===== src/rtl/postfix_evaluator.sv =====
// Postfix expression evaluator with a local operand stack.
// Define POSTFIX_SAT_EN to saturate + - * and MIN/-1 instead of wrapping.
module postfix_evaluator #(
  parameter int WIDTH = 16,
  parameter int DEPTH = 16,
  parameter int CNT_W = 5
) (
  input  logic             CLK,
  input  logic             RST,
  input  logic [7:0]       IN_DAT,
  input  logic             IN_TYPE,
  input  logic             IN_STB,
  output logic             IN_ACK,
  input  logic             FIN_STB,
  output logic             FIN_ACK,
  output logic             BUSY,
  output logic             DONE_STB,
  output logic [WIDTH-1:0] RESULT,
  output logic [2:0]       ERR_CODE
);

  localparam int AW = (DEPTH > 1) ? $clog2(DEPTH) : 1;

  localparam logic [2:0] S_IDLE  = 3'd0;
  localparam logic [2:0] S_PUSH  = 3'd1;
  localparam logic [2:0] S_POP   = 3'd2;
  localparam logic [2:0] S_EXEC  = 3'd3;
  localparam logic [2:0] S_DRAIN = 3'd4;
  localparam logic [2:0] S_DONE  = 3'd5;

  localparam logic [7:0] OP_ADD = 8'h2B;
  localparam logic [7:0] OP_SUB = 8'h2D;
  localparam logic [7:0] OP_MUL = 8'h2A;
  localparam logic [7:0] OP_DIV = 8'h2F;

  localparam logic [2:0] E_UNDER = 3'd1;
  localparam logic [2:0] E_OVER  = 3'd2;
  localparam logic [2:0] E_DIV0  = 3'd3;
  localparam logic [2:0] E_BADOP = 3'd4;

  localparam logic signed [WIDTH-1:0] SMIN =
    {1'b1, {(WIDTH-1){1'b0}}};
`ifdef POSTFIX_SAT_EN
  localparam logic signed [WIDTH-1:0] SMAX =
    {1'b0, {(WIDTH-1){1'b1}}};
  localparam logic signed [WIDTH-1:0] MIN_DIV = SMAX;
`else
  localparam logic signed [WIDTH-1:0] MIN_DIV = SMIN;
`endif

  logic [2:0]              state;
  logic [CNT_W-1:0]        sp;
  logic [2:0]              err;
  logic [7:0]              tok;
  logic signed [WIDTH-1:0] a;
  logic signed [WIDTH-1:0] b;
  logic [WIDTH-1:0]        stk [DEPTH];

  logic [AW-1:0]           i_sp;
  logic [AW-1:0]           i_top;
  logic [AW-1:0]           i_nxt;
  logic                    full;
  logic                    op_ok;
  logic                    div0;
  logic signed [WIDTH-1:0] r_add;
  logic signed [WIDTH-1:0] r_sub;
  logic signed [WIDTH-1:0] r_mul;
  logic signed [WIDTH-1:0] quo;
  logic signed [WIDTH-1:0] res;

  assign i_sp  = sp[AW-1:0];
  assign i_top = i_sp - AW'(1);
  assign i_nxt = i_sp - AW'(2);
  assign full  = (sp == CNT_W'(DEPTH));
  assign op_ok = (tok == OP_ADD) || (tok == OP_SUB) ||
                 (tok == OP_MUL) || (tok == OP_DIV);
  assign div0  = (tok == OP_DIV) && (b == '0);
  assign BUSY  = (state != S_IDLE);

`ifdef POSTFIX_SAT_EN
  logic [WIDTH:0]     sum_w;
  logic [WIDTH:0]     dif_w;
  logic [2*WIDTH-1:0] mul_w;
  logic [WIDTH:0]     mul_hi;

  // Full-width results clipped to the signed range on overflow
  always_comb begin
    sum_w  = {a[WIDTH-1], a} + {b[WIDTH-1], b};
    dif_w  = {a[WIDTH-1], a} - {b[WIDTH-1], b};
    mul_w  = {{WIDTH{a[WIDTH-1]}}, a} *
             {{WIDTH{b[WIDTH-1]}}, b};
    mul_hi = mul_w[2*WIDTH-1:WIDTH-1];
    r_add  = sum_w[WIDTH-1:0];
    r_sub  = dif_w[WIDTH-1:0];
    r_mul  = mul_w[WIDTH-1:0];
    if (sum_w[WIDTH] != sum_w[WIDTH-1])
      r_add = sum_w[WIDTH] ? SMIN : SMAX;
    if (dif_w[WIDTH] != dif_w[WIDTH-1])
      r_sub = dif_w[WIDTH] ? SMIN : SMAX;
    if ((mul_hi != '0) && (mul_hi != '1))
      r_mul = mul_w[2*WIDTH-1] ? SMIN : SMAX;
  end
`else
  // Wrapping arithmetic keeps the low WIDTH bits
  always_comb begin
    r_add = a + b;
    r_sub = a - b;
    r_mul = a * b;
  end
`endif

  // Operator select; MIN/-1 special-cased, zero divisor yields 0
  always_comb begin
    quo = '0;
    if (b == '0)
      quo = '0;
    else if ((a == SMIN) && (b == '1))
      quo = MIN_DIV;
    else
      quo = a / b;
    res = quo;
    unique case (1'b1)
      (tok == OP_ADD): res = r_add;
      (tok == OP_SUB): res = r_sub;
      (tok == OP_MUL): res = r_mul;
      default:         res = quo;
    endcase
  end

  // Stack storage: push operands, replace the deeper entry on exec
  always_ff @(posedge CLK) begin
    if (RST) begin
      if ((state == S_PUSH) && !full)
        stk[i_sp] <= {{(WIDTH-8){1'b0}}, tok};
      else if ((state == S_EXEC) && !div0)
        stk[i_nxt] <= res;
    end
  end

  // Control FSM, handshakes and result registers
  always_ff @(posedge CLK) begin
    if (!RST) begin
      state    <= S_IDLE;
      sp       <= '0;
      err      <= '0;
      tok      <= '0;
      a        <= '0;
      b        <= '0;
      IN_ACK   <= 1'b0;
      FIN_ACK  <= 1'b0;
      DONE_STB <= 1'b0;
      RESULT   <= '0;
      ERR_CODE <= '0;
    end else begin
      IN_ACK   <= 1'b0;
      FIN_ACK  <= 1'b0;
      DONE_STB <= 1'b0;
      case (state)
        S_IDLE: begin
          if (IN_STB) begin
            tok    <= IN_DAT;
            IN_ACK <= 1'b1;
            state  <= IN_TYPE ? S_POP : S_PUSH;
          end else if (FIN_STB) begin
            FIN_ACK <= 1'b1;
            state   <= S_DONE;
          end
        end
        S_PUSH: begin
          if (full) begin
            err   <= E_OVER;
            state <= S_DRAIN;
          end else begin
            sp    <= sp + CNT_W'(1);
            state <= S_IDLE;
          end
        end
        S_POP: begin
          if (!op_ok) begin
            err   <= E_BADOP;
            state <= S_DRAIN;
          end else if (sp < CNT_W'(2)) begin
            err   <= E_UNDER;
            state <= S_DRAIN;
          end else begin
            b     <= stk[i_top];
            a     <= stk[i_nxt];
            state <= S_EXEC;
          end
        end
        S_EXEC: begin
          if (div0) begin
            err   <= E_DIV0;
            state <= S_DRAIN;
          end else begin
            sp    <= sp - CNT_W'(1);
            state <= S_IDLE;
          end
        end
        S_DRAIN: begin
          if (IN_STB && !IN_ACK) begin
            IN_ACK <= 1'b1;
          end else if (FIN_STB && !IN_ACK) begin
            FIN_ACK <= 1'b1;
            state   <= S_DONE;
          end
        end
        S_DONE: begin
          DONE_STB <= 1'b1;
          if (err != '0) begin
            ERR_CODE <= err;
            RESULT   <= '0;
          end else if (sp == CNT_W'(1)) begin
            ERR_CODE <= '0;
            RESULT   <= stk[0];
          end else begin
            ERR_CODE <= E_UNDER;
            RESULT   <= '0;
          end
          sp    <= '0;
          err   <= '0;
          state <= S_IDLE;
        end
        default: state <= S_IDLE;
      endcase
    end
  end

endmodule

===== config.mk =====
export PLATFORM = sky130hd
export DESIGN_NAME = postfix_evaluator
export DESIGN_NICKNAME = d
export VERILOG_FILES = /design/src/rtl/postfix_evaluator.sv
export SDC_FILE = /design/constraint.sdc
export NUM_CORES = 1
export LEC_CHECK = 0
export CORE_UTILIZATION = 40
export CTS_CLUSTER_SIZE = 25
export DETAILED_ROUTE_END_ITERATION = 8
export PLACE_DENSITY_LB_ADDON = 0.08
export SKIP_LAST_GASP = 1
export SLEW_MARGIN = 0
export SYNTH_ARGS = -nofsm -noshare
export SYNTH_HDL_FRONTEND = slang
export SYNTH_SLANG_ARGS = --single-unit

===== constraint.sdc =====
create_clock -name CLK -period 40.9 [get_ports CLK]
set_input_delay 4.09 -clock CLK [delete_from_list [all_inputs] [get_ports CLK]]
set_output_delay 4.09 -clock CLK [all_outputs]
set_load 0.03 [all_outputs]

# Word-level counts from Yosys, hierarchy flattened

Memory sizes are Yosys's and may differ from the RTL's. A register that Yosys moved wholly into a read port is not among the register bits.
Index checks and enable logic that the tools add are counted.

Flip-flop bits (word level): 41
Memory bits (writable): 256
Bits of input ports: 13
Output and inout bits: 23
Logic and storage cells: 111
Memories kept: 1

Add/sub/neg operators: 6
Multipliers: 1
Divide/modulo/power cells: 1
Order comparisons: 1
Equality and inequality tests: 21
Muxes and demuxes: 44
Bitwise operators: 1
Reductions and logical operators: 26

Memories:

| memory | words | width | read ports | clocked after Yosys merged registers in | write ports | line | RTL |
|---|---|---|---|---|---|---|---|
| stk    | 16    | 16    | 3          | 2                                       | 1           | 57   | `logic [WIDTH-1:0] stk [DEPTH];` |

Operators by type and width:

| cell                                                | count |
|---|---|
| 2-to-1 mux 16 bit                                   | 5 |
| case mux 16 bit (3 select lines)                    | 1 |
| 2-to-1 mux 3 bit                                    | 13 |
| equality test 16 bit, second input constant         | 2 |
| equality test 8 x 6 -> 1 bit, second input constant | 4 |
| adder 16 bit                                        | 1 |
| divider 16 x 16 -> 16 bit                           | 1 |
| logical NOT 16 bit                                  | 1 |
| multiplier 16 x 16 -> 16 bit                        | 1 |
| 2-to-1 mux 1 bit                                    | 16 |
| OR reduction 16 bit                                 | 1 |
| subtractor 16 bit                                   | 1 |
| case mux 3 bit (5 select lines)                     | 1 |
| case mux 5 bit (3 select lines)                     | 1 |
| != test 2 bit, second input constant                | 6 |
| case mux 3 bit (4 select lines)                     | 1 |
| 2-to-1 mux 5 bit                                    | 2 |
| AND reduction 3 bit                                 | 3 |
| nonzero test 3 bit                                  | 3 |
| equality test 3 x 2 -> 1 bit, second input constant | 2 |
| equality test 3 bit, second input constant          | 2 |
| logical AND 1 bit                                   | 6 |
| != test 3 bit, second input constant                | 2 |
| adder 5 x 1 -> 5 bit, second input constant         | 1 |
| other kinds (17)                                    | 24 |

# Depth between registers and ports, before layout

Gate-level depths: netlist of the first run.

Depth after elaboration: 10
Depth in mapped cells: 150
Mapped depth without buffers: 135

# Worst setup path before layout of the first run

OpenSTA, ideal clock, no wires.

Path type: reg-to-reg
Start point: register b[0], read port of stk
End point: memory stk[0][6] (data pin)
Library setup time: 0.330 ns
Arrival time: 30.396 ns
Data required time: 40.570 ns
Setup slack: 10.174 ns
Cell stages (with the launch flop): 136
Path buffers: 13
Period minus slack after synthesis: 30.726 ns
Cells stage by stage: dfxtp_1 inv_1 ha_1 clkbuf_1 nand2b_1 o41ai_2 xor2_1 o2111ai_4 buf_2 nor4b_1 a21o_1 ha_1 o21a_1 o21a_1 nand3_1 mux2_2 ha_1 o21a_1 (+100 left out) or2_2 o31a_1 inv_1 clkbuf_1 clkbuf_1 a21o_1 ha_1 a21o_1 a211oi_1 o21ai_0 a21oi_1 o211ai_1 a221oi_1 ha_1 a31oi_1 xnor2_1 a222oi_1 o21ai_0

Longest elaborated chain between the ends: 10
Elaborated cells on any way between the ends: 19
Classes of those cells: 2 x add/sub; 1 x mul; 1 x div; 1 x eq/ne; 8 x mux; 6 x reduce/logical

RTL lines:

| element                                                           | line | RTL |
|---|---|---|
| start: declaration                                                | 56   | `logic signed [WIDTH-1:0] b;` |
| branches (longest 9 deep; another with divider 16 x 16 -> 16 bit) | --   |  |
| 2-to-1 mux 16 bit (no source line) (*)                            | --   |  |
| end: declaration                                                  | 57   |  |

Mark *: on every way between the ends.

# Worst setup path after layout of the first run

Start point: register b[0], read port of stk
End point: memory stk[0][2] (data pin)

Same word-level chain as after synthesis.

==> flow_summary.ini, run 1 <==
[clocking]
insertion_delay_ps = 540
cts_tree = yes
postCtsHoldBufs = 0
cts_max_path_buffers = 3
cts_buffers = 34
postCtsSetupRepairBufs = 0
cts_resized = 0
cts_num_sinks = 329
path_clk_slew_ps = 60
cts_root_buffer = clkbuf_16
htreeDepth = 2

[floorplanning]
core-area_um2 = 70400
core.rowCount = 97
start_util = 0.406
io_pins = 36
die_area_um2 = 72500
die_w_um = 269
die_y_um = 269

[setup_path]
reg2reg_from = b[0]
crit_type = flip-flop to flip-flop
crit_path_top_delay_cell = a222oi_1
path_common_cell = ha_1
reg2reg_slack_ps = 2920
cp_max_fo = 22
crit_path_end_kind = flip-flop
worstPathRequired_ps = 41030
worst_r2r_path_depth = 127
slowest_delay_ps = 950
crit-reg2reg-capture = stk[0][2]
critPathLaunchType = flip-flop
cp.arrival_ps = 38110
cp-endpoint = stk[0][2]
worstSetupStartpoint = b[0]

[finish]
layout-drive-gt1-share = 0.133
multi_input_area_um2 = 18400
fin_nets = 3057
seq_area_um2 = 9160
nFillCells = 6711
syn2layout_area_growth_pct = 9.08

[synthesis]
synth_top_area_share = 0.269
async_flop_share = 0
syn_area_um2 = 28600
yosysMostFrequentCell = nand2_1
yosysSeqAreaShare = 0.320
synth-main-ff-cell = edfxtp_1
synth_warnings = 0
yosys.area.top_type = edfxtp_1
ys_ff_latch = 329
synth_edf_count = 256
yosysUniqueCellTypes = 97
yosys-top-cells-count = nand2_1 (309), edfxtp_1 (256), ha_1 (225)
syn-mean-instance-area_um2 = 10.3
synthCells = 2762
yosys-top-cells-area = edfxtp_1 (27%), mux4_2 (13%), ha_1 (9.9%), fa_1 (5.6%), dfxtp_1 (5.1%)
syn_nets = 3080

[detailed_routing]
ant_nets = 0
drt_iter0_markers = 1967
vias = 22300
avgRoutedWirePerCell_um = 25.1
drc = 0
drt_wl_total_mm = 93.0
avgViaCountPerCell = 6.01
firstDrtPassIters = 6

[grt]
grt_overflow = 0
antenna_found_initial = 1
grt_pass1_wl_mm = 141
grt_pass1_vias = 22200
grt_usage = 0.255
grt_start_max_net_pins = 74

[sta]
fin_worst_skew_ps = 14.6
final_hold_viol_count = 0
final.period_utilization = 0.929
grt_setup_unrepaired = false
final.min_clock_period_ps = 37980
max_clock_freq_ghz = 0.0263
slew_violations = 0
worst_pin_slew_ps = 1230
slew_headroom = 0.182
fin_setup_tns_ps = 0
setup_violations = 0

[outcome]
status = completed

[placed_design]
place_congestion = 0.954
hpwl_mm = 67.7
port_buffers = 35

[flow_run]
cap_violations = 0

[min_path]
hold_class = flip-flop to flip-flop
min_path_cells = 2
## worst max-delay path: cells and delay by family (launching register included)
kind	cells	cell delay (ps)
fa+ha+maj	17	5570
flops	1	300
mux	3	1060
buf+inv	6	1510
compound gates	64	19060
xor+xnor	2	820
simple gates	35	9160
## placed cells by master, fill, tap and decap left out, types with 76 or more instances in the layout
master and n:
edfxtp_1 256, a21oi_1 125, inv_1 165, nor2_1 157
nand2_1 309, and2_1 76, fa_1 80, mux4_2 160
ha_1 224, xnor2_1 125
## through the flow
| step | cells | util | worst slack (ps) | area [um^2] | hold slack, ps |
|---|---|---|---|---|---|
| floorplan | 2762 | - | 10170 | 28600 | 452 |
| global placement | 3643 | 0.428 | 4090 | 30100 | 458 |
| detailed placement | 3643 | 0.428 | 3380 | 30100 | 468 |
| CTS | 3705 | 0.443 | 3250 | 31200 | 476 |
| global route | 3705 | 0.443 | 9.79 | 31200 | 507 |
| finish | 3706 | 0.443 | 2920 | 31200 | 473 |
## worst min-delay path by stage
stage	endpoint	startpoint
6_report	b[15]	b[15]
5_1_grt	b[15]	b[15]
3_5_place_dp	b[15]	b[15]
4_1_cts	b[15]	b[15]
2_1_floorplan	tok[6]	tok[6]
3_3_place_gp	b[15]	b[15]
## per-layer routing
metal / track usage / part of all wire / up-vias
met5: 0 / 0 / -
met3: 0.0222 / 0.049 / 145
met4: 0.0710 / 0.028 / 0
met2: 0.428 / 0.48 / 686
li1: - / - / 10200
met1: 0.350 / 0.45 / 11300
## registers in the layout, indices dropped and copies added, names as in the netlist
| name | cells |
|---|---|
| ERR_CODE | 3 |
| FIN_ACK | 1 |
| b | 16 |
| err | 3 |
| a | 16 |
| tok | 8 |
| DONE_STB | 1 |
| stk | 256 |
| state | 3 |
| RESULT | 16 |
| sp | 5 |
| IN_ACK | 1 |
## final cells by class
type	instances	area share
Timing Repair Buffer	92	0.0248
Tap cell	940	0.0377
Multi-Input combinational cell	2116	0.590
Clock buffer	44	0.0298
Clock inverter	18	0.00333
Antenna cell	1	0.0000803
Sequential cell	329	0.294
Inverter	166	0.0200
## kinds of logic (layout without fill, tap and decap cells)
group	after synthesis	after routing	share of synthesized area
simple gates	852	852	0.143
other cells	0	1	0
flops	329	329	0.320
xor+xnor	194	194	0.0597
fa+ha+maj	305	305	0.155
mux	200	200	0.141
compound gates	565	565	0.139
buf+inv	317	320	0.0423
Power of run 1 is not shown: default switching activity piles up to over one toggle a cycle in this logic, so the estimate is an artifact.
==> run 2: changes to the inputs <==
Settings changed: PLACE_DENSITY_LB_ADDON 0.08 to unset.
Clock period 40.9 ns to 36.5 ns, I/O delays scaled along.
==> flow_summary.ini, run 2 (synthesized netlist as in run 1, its figures left out) <==
[outcome]
status = completed

[finish]
nFillCells = 6604
largest_register_ffs = 256
fin_nets = 3086
stdcell_area_um2 = 31400
layout-drive-gt1-share = 0.148
syn2layout_area_growth_pct = 9.99
largest_register = stk
num_antenna_cells = 0
final_cell_mix = nand2_1 (307), edfxtp_1 (256), ha_1 (224)
layout_commonest_cell = nand2_1

[flow_run]
cap_violations = 0

[sta]
fin_ws_ps = 2460
fin_setup_tns_ps = 0
max_clock_freq_ghz = 0.0294
final.min_clock_period_ps = 34040
slew_violations = 0
slew_headroom = 0.163
fin_worst_skew_ps = 10.6
hold_ws_ps = 477
final.period_utilization = 0.933
setup_violations = 0
final_hold_viol_count = 0
worst_pin_slew_ps = 1250

[clocking]
cts_max_path_buffers = 3
path_clk_slew_ps = 60
cts_root_buffer = clkbuf_16
cts_num_sinks = 329
htreeDepth = 1
cts_tree = yes
cts_buffers = 30
insertion_delay_ps = 580
postCtsHoldBufs = 0

[setup_path]
path_common_cell = ha_1
worstSetupStartpoint = b[2]
slowest_delay_ps = 620
cp.arrival_ps = 34360
reg2reg_slack_ps = 2460
worstPathRequired_ps = 36820
cp_max_fo = 18
reg2reg_from = b[2]
crit_path_end_kind = flip-flop
crit_type = flip-flop to flip-flop
critPathLaunchType = flip-flop
crit_path_top_delay_cell = a21oi_1

[grt]
grt_usage = 0.245
grt_pass1_vias = 22600
grt_overflow = 0
antenna_found_initial = 2
grt_pass1_wl_mm = 138
grt_start_max_net_pins = 62

[placed_design]
hpwl_mm = 66.1
pre_cts_ws_ps = 1110
port_buffers = 35
placed_area_um2 = 30300
place_congestion = 1.03

[detailed_routing]
drt_wl_total_mm = 90.7
ant_nets = 0
avgRoutedWirePerCell_um = 24.3
vias = 22700
firstDrtPassIters = 7
avgViaCountPerCell = 6.09
drc = 0
drt_iter0_markers = 1903

[min_path]
hold_class = flip-flop to flip-flop
worstHoldStart = ERR_CODE[2]

[floorplanning]
core.rowCount = 97
io_pins = 36
core-area_um2 = 70400
die_y_um = 269
die_area_um2 = 72500
die_w_um = 269
start_util = 0.406
## run 2: what timing repair did
action                                  in CTS  in global routing
resized for setup                            0                 21
buffers inserted                             0                  3
endpoints found under the setup margin       0                256
## run 2: final timing paths
path,to,cells past startpoint
worst min register to register,ERR_CODE[2],2
worst max register to register,stk[0][15],123
worst min-delay path,ERR_CODE[2],2
worst max-delay path,stk[0][15],123
## run 2: metrics by stage
step / std cells / util
4_1_cts: 3728 / 0.445
5_1_grt: 3732 / 0.446
3_3_place_gp: 3672 / 0.430
3_5_place_dp: 3672 / 0.430
6_report: 3732 / 0.446
2_1_floorplan: 2762 / -
## run 2: per-layer routing
metal / share of wire / track usage / vias up
met4: 0.036 / 0.0875 / 2
li1: - / - / 10200
met1: 0.41 / 0.319 / 11400
met3: 0.061 / 0.0231 / 199
met5: 0.000099 / 0 / -
met2: 0.49 / 0.424 / 893
## run 2: final cells by class
type,count,area [um^2],share of cell area
multi-input cells,2116,18400,0.586
flip-flops and latches,329,9150,0.291
well taps,940,1180,0.0374
repair buffers,124,1010,0.0323
clock buffers,35,769,0.0245
inverters,166,627,0.0200
clock inverters,21,251,0.00800
repair inverters,1,5.00,0.000159
## run 2: worst max-delay path, delay by kind of cell (launching register included)
family	cells	cell delay, ps
AO/OA/AOI/OAI	63	17300
adder cells (fa/ha/maj)	15	4720
AND/OR/NAND/NOR	33	7880
multiplexers	5	1680
XOR/XNOR	1	270
flip-flops	1	500
buffers and inverters	6	1320
Power of run 2 is left out for the same reason.
==> run 3: changes to the inputs <==
Settings changed: CORE_UTILIZATION 40 to 35, SLEW_MARGIN 0 to 20.
==> flow_summary.ini, run 3 (synthesized netlist as in run 1, its figures left out) <==
[outcome]
status = completed

[min_path]
hold_class = flip-flop to flip-flop
worstHoldStart = ERR_CODE[2]
hold_path_end = ERR_CODE[2]
min_path_cells = 2

[floorplanning]
core-area_um2 = 80700
die_y_um = 288
start_util = 0.354
core.rowCount = 104
die_area_um2 = 82800
io_pins = 36
die_w_um = 288

[grt]
grt_usage = 0.208
grt_pass1_vias = 21500
grt_overflow = 0
antenna_found_initial = 0
grt_start_max_net_pins = 74
grt_pass1_wl_mm = 132

[sta]
slew_violations = 0
final_hold_viol_count = 0
fin_worst_skew_ps = 18.3
slew_headroom = 0.288
setup_violations = 0
worst_pin_slew_ps = 1060
final.period_utilization = 0.931
max_clock_freq_ghz = 0.0294
final.min_clock_period_ps = 33970

[finish]
post-route-util = 0.393
num_antenna_cells = 0
multi_input_area_um2 = 18500
layout-drive-gt1-share = 0.153
layout_commonest_cell = nand2_1
fin_nets = 3081
final_cell_mix = nand2_1 (307), edfxtp_1 (256), ha_1 (224)
largest_register = stk
seq_area_um2 = 9160
largest_register_ffs = 256
nFillCells = 7866
syn2layout_area_growth_pct = 10.9

[clocking]
insertion_delay_ps = 530
htreeDepth = 2
path_clk_slew_ps = 60
cts_root_buffer = clkbuf_16
postCtsHoldBufs = 0
cts_buffers = 34
cts_tree = yes
cts_num_sinks = 329
cts_max_path_buffers = 3

[detailed_routing]
drt_wl_total_mm = 86.7
avgViaCountPerCell = 5.79
firstDrtPassIters = 5
drc = 0
drt_iter0_markers = 2096
avgRoutedWirePerCell_um = 22.5
vias = 22300
ant_nets = 0

[setup_path]
reg2reg_slack_ps = 2530
cp.arrival_ps = 34230
path_buf_inv = 4
crit_type = flip-flop to flip-flop
crit_path_end_kind = flip-flop
worstPathRequired_ps = 36760
critPathLaunchType = flip-flop
path_common_cell = ha_1
cp_max_fo = 21
cp_top_family = compound AO/OA/AOI/OAI gates
reg2reg_from = b[1]
worst_r2r_path_depth = 127
crit-reg2reg-capture = stk[3][6]
slowest_delay_ps = 770
crit_path_top_delay_cell = a222oi_1

[flow_run]
cap_violations = 0

[placed_design]
port_buffers = 35
place_congestion = 0.952
hpwl_mm = 62.6
[run 3: changes by cell type in the layout (fill, tap and decap cells not counted), moves of 2 or more]
| cell | change |
|---|---|
| buf_4 | -9 |
| clkbuf_16 | +7 |
| clkinv_1 | -4 |
| clkbuf_8 | +3 |
| nor2_1 | -3 |
| bufinv_16 | -2 |
| clkinvlp_2 | +2 |
| nor2_2 | +2 |
| xnor2_2 | +2 |
[run 3: how the worst max path moves through the flow]
stage / start / end / depth (start not counted)
2_1_floorplan: b[0] / stk[0][6] / 135
3_3_place_gp: b[1] / stk[0][14] / 126
3_5_place_dp: b[1] / stk[10][9] / 125
4_1_cts: b[1] / stk[6][9] / 125
5_1_grt: b[1] / stk[14][2] / 124
6_report: b[1] / stk[3][6] / 127
[run 3: per-stage QoR]
stage / area, um^2 / instances / worst slack (ps) / setup TNS, ps / hold slack (ps)
after detailed placement: 30400 / 3784 / 637 / 0 / 462
after CTS: 31600 / 3846 / 530 / 0 / 471
final: 31700 / 3849 / 2530 / 0 / 464
after floorplan: 28600 / 2762 / 5770 / 0 / 452
after global routing: 31700 / 3849 / -66.2 / -2140 / 490
after global placement: 30400 / 3784 / 1120 / 0 / 456
[run 3: layer usage]
metal  share of wire  global-route usage  up-vias
met1            0.43               0.286    11100
li1                -                   -    10200
met3           0.068              0.0217      152
met4           0.030              0.0591        0
met5               0                   0        -
met2            0.47               0.345      859
[run 3: what timing repair did]
action                                 4_1_cts  5_1_grt
resized for setup                            0       28
setup buffers                                0        2
endpoints found under the hold margin        0        0
setup endpoints to repair                    0      256
[run 3: worst register-to-register path: cells and delay by family (launching register included)]
kind                       cells  cell delay, ps
AOI/OAI and AO/OA             67           18100
xor gates and xnor gates       1             220
adders and majority gates     17            5620
buffers and inverters          4             710
DFF                            1             450
muxes                          3            1010
and+or+nand+nor               35            7640
[run 3: area by class of cell]
cell class,count,area share
timing repair inverter,1,0.000158
clock buffer,46,0.0313
multi-input combinational,2116,0.583
tap,1060,0.0419
inverter,166,0.0198
clock inverter,16,0.00545
timing repair buffer,115,0.0299
sequential,329,0.289
Power of run 3 is left out for the same reason.
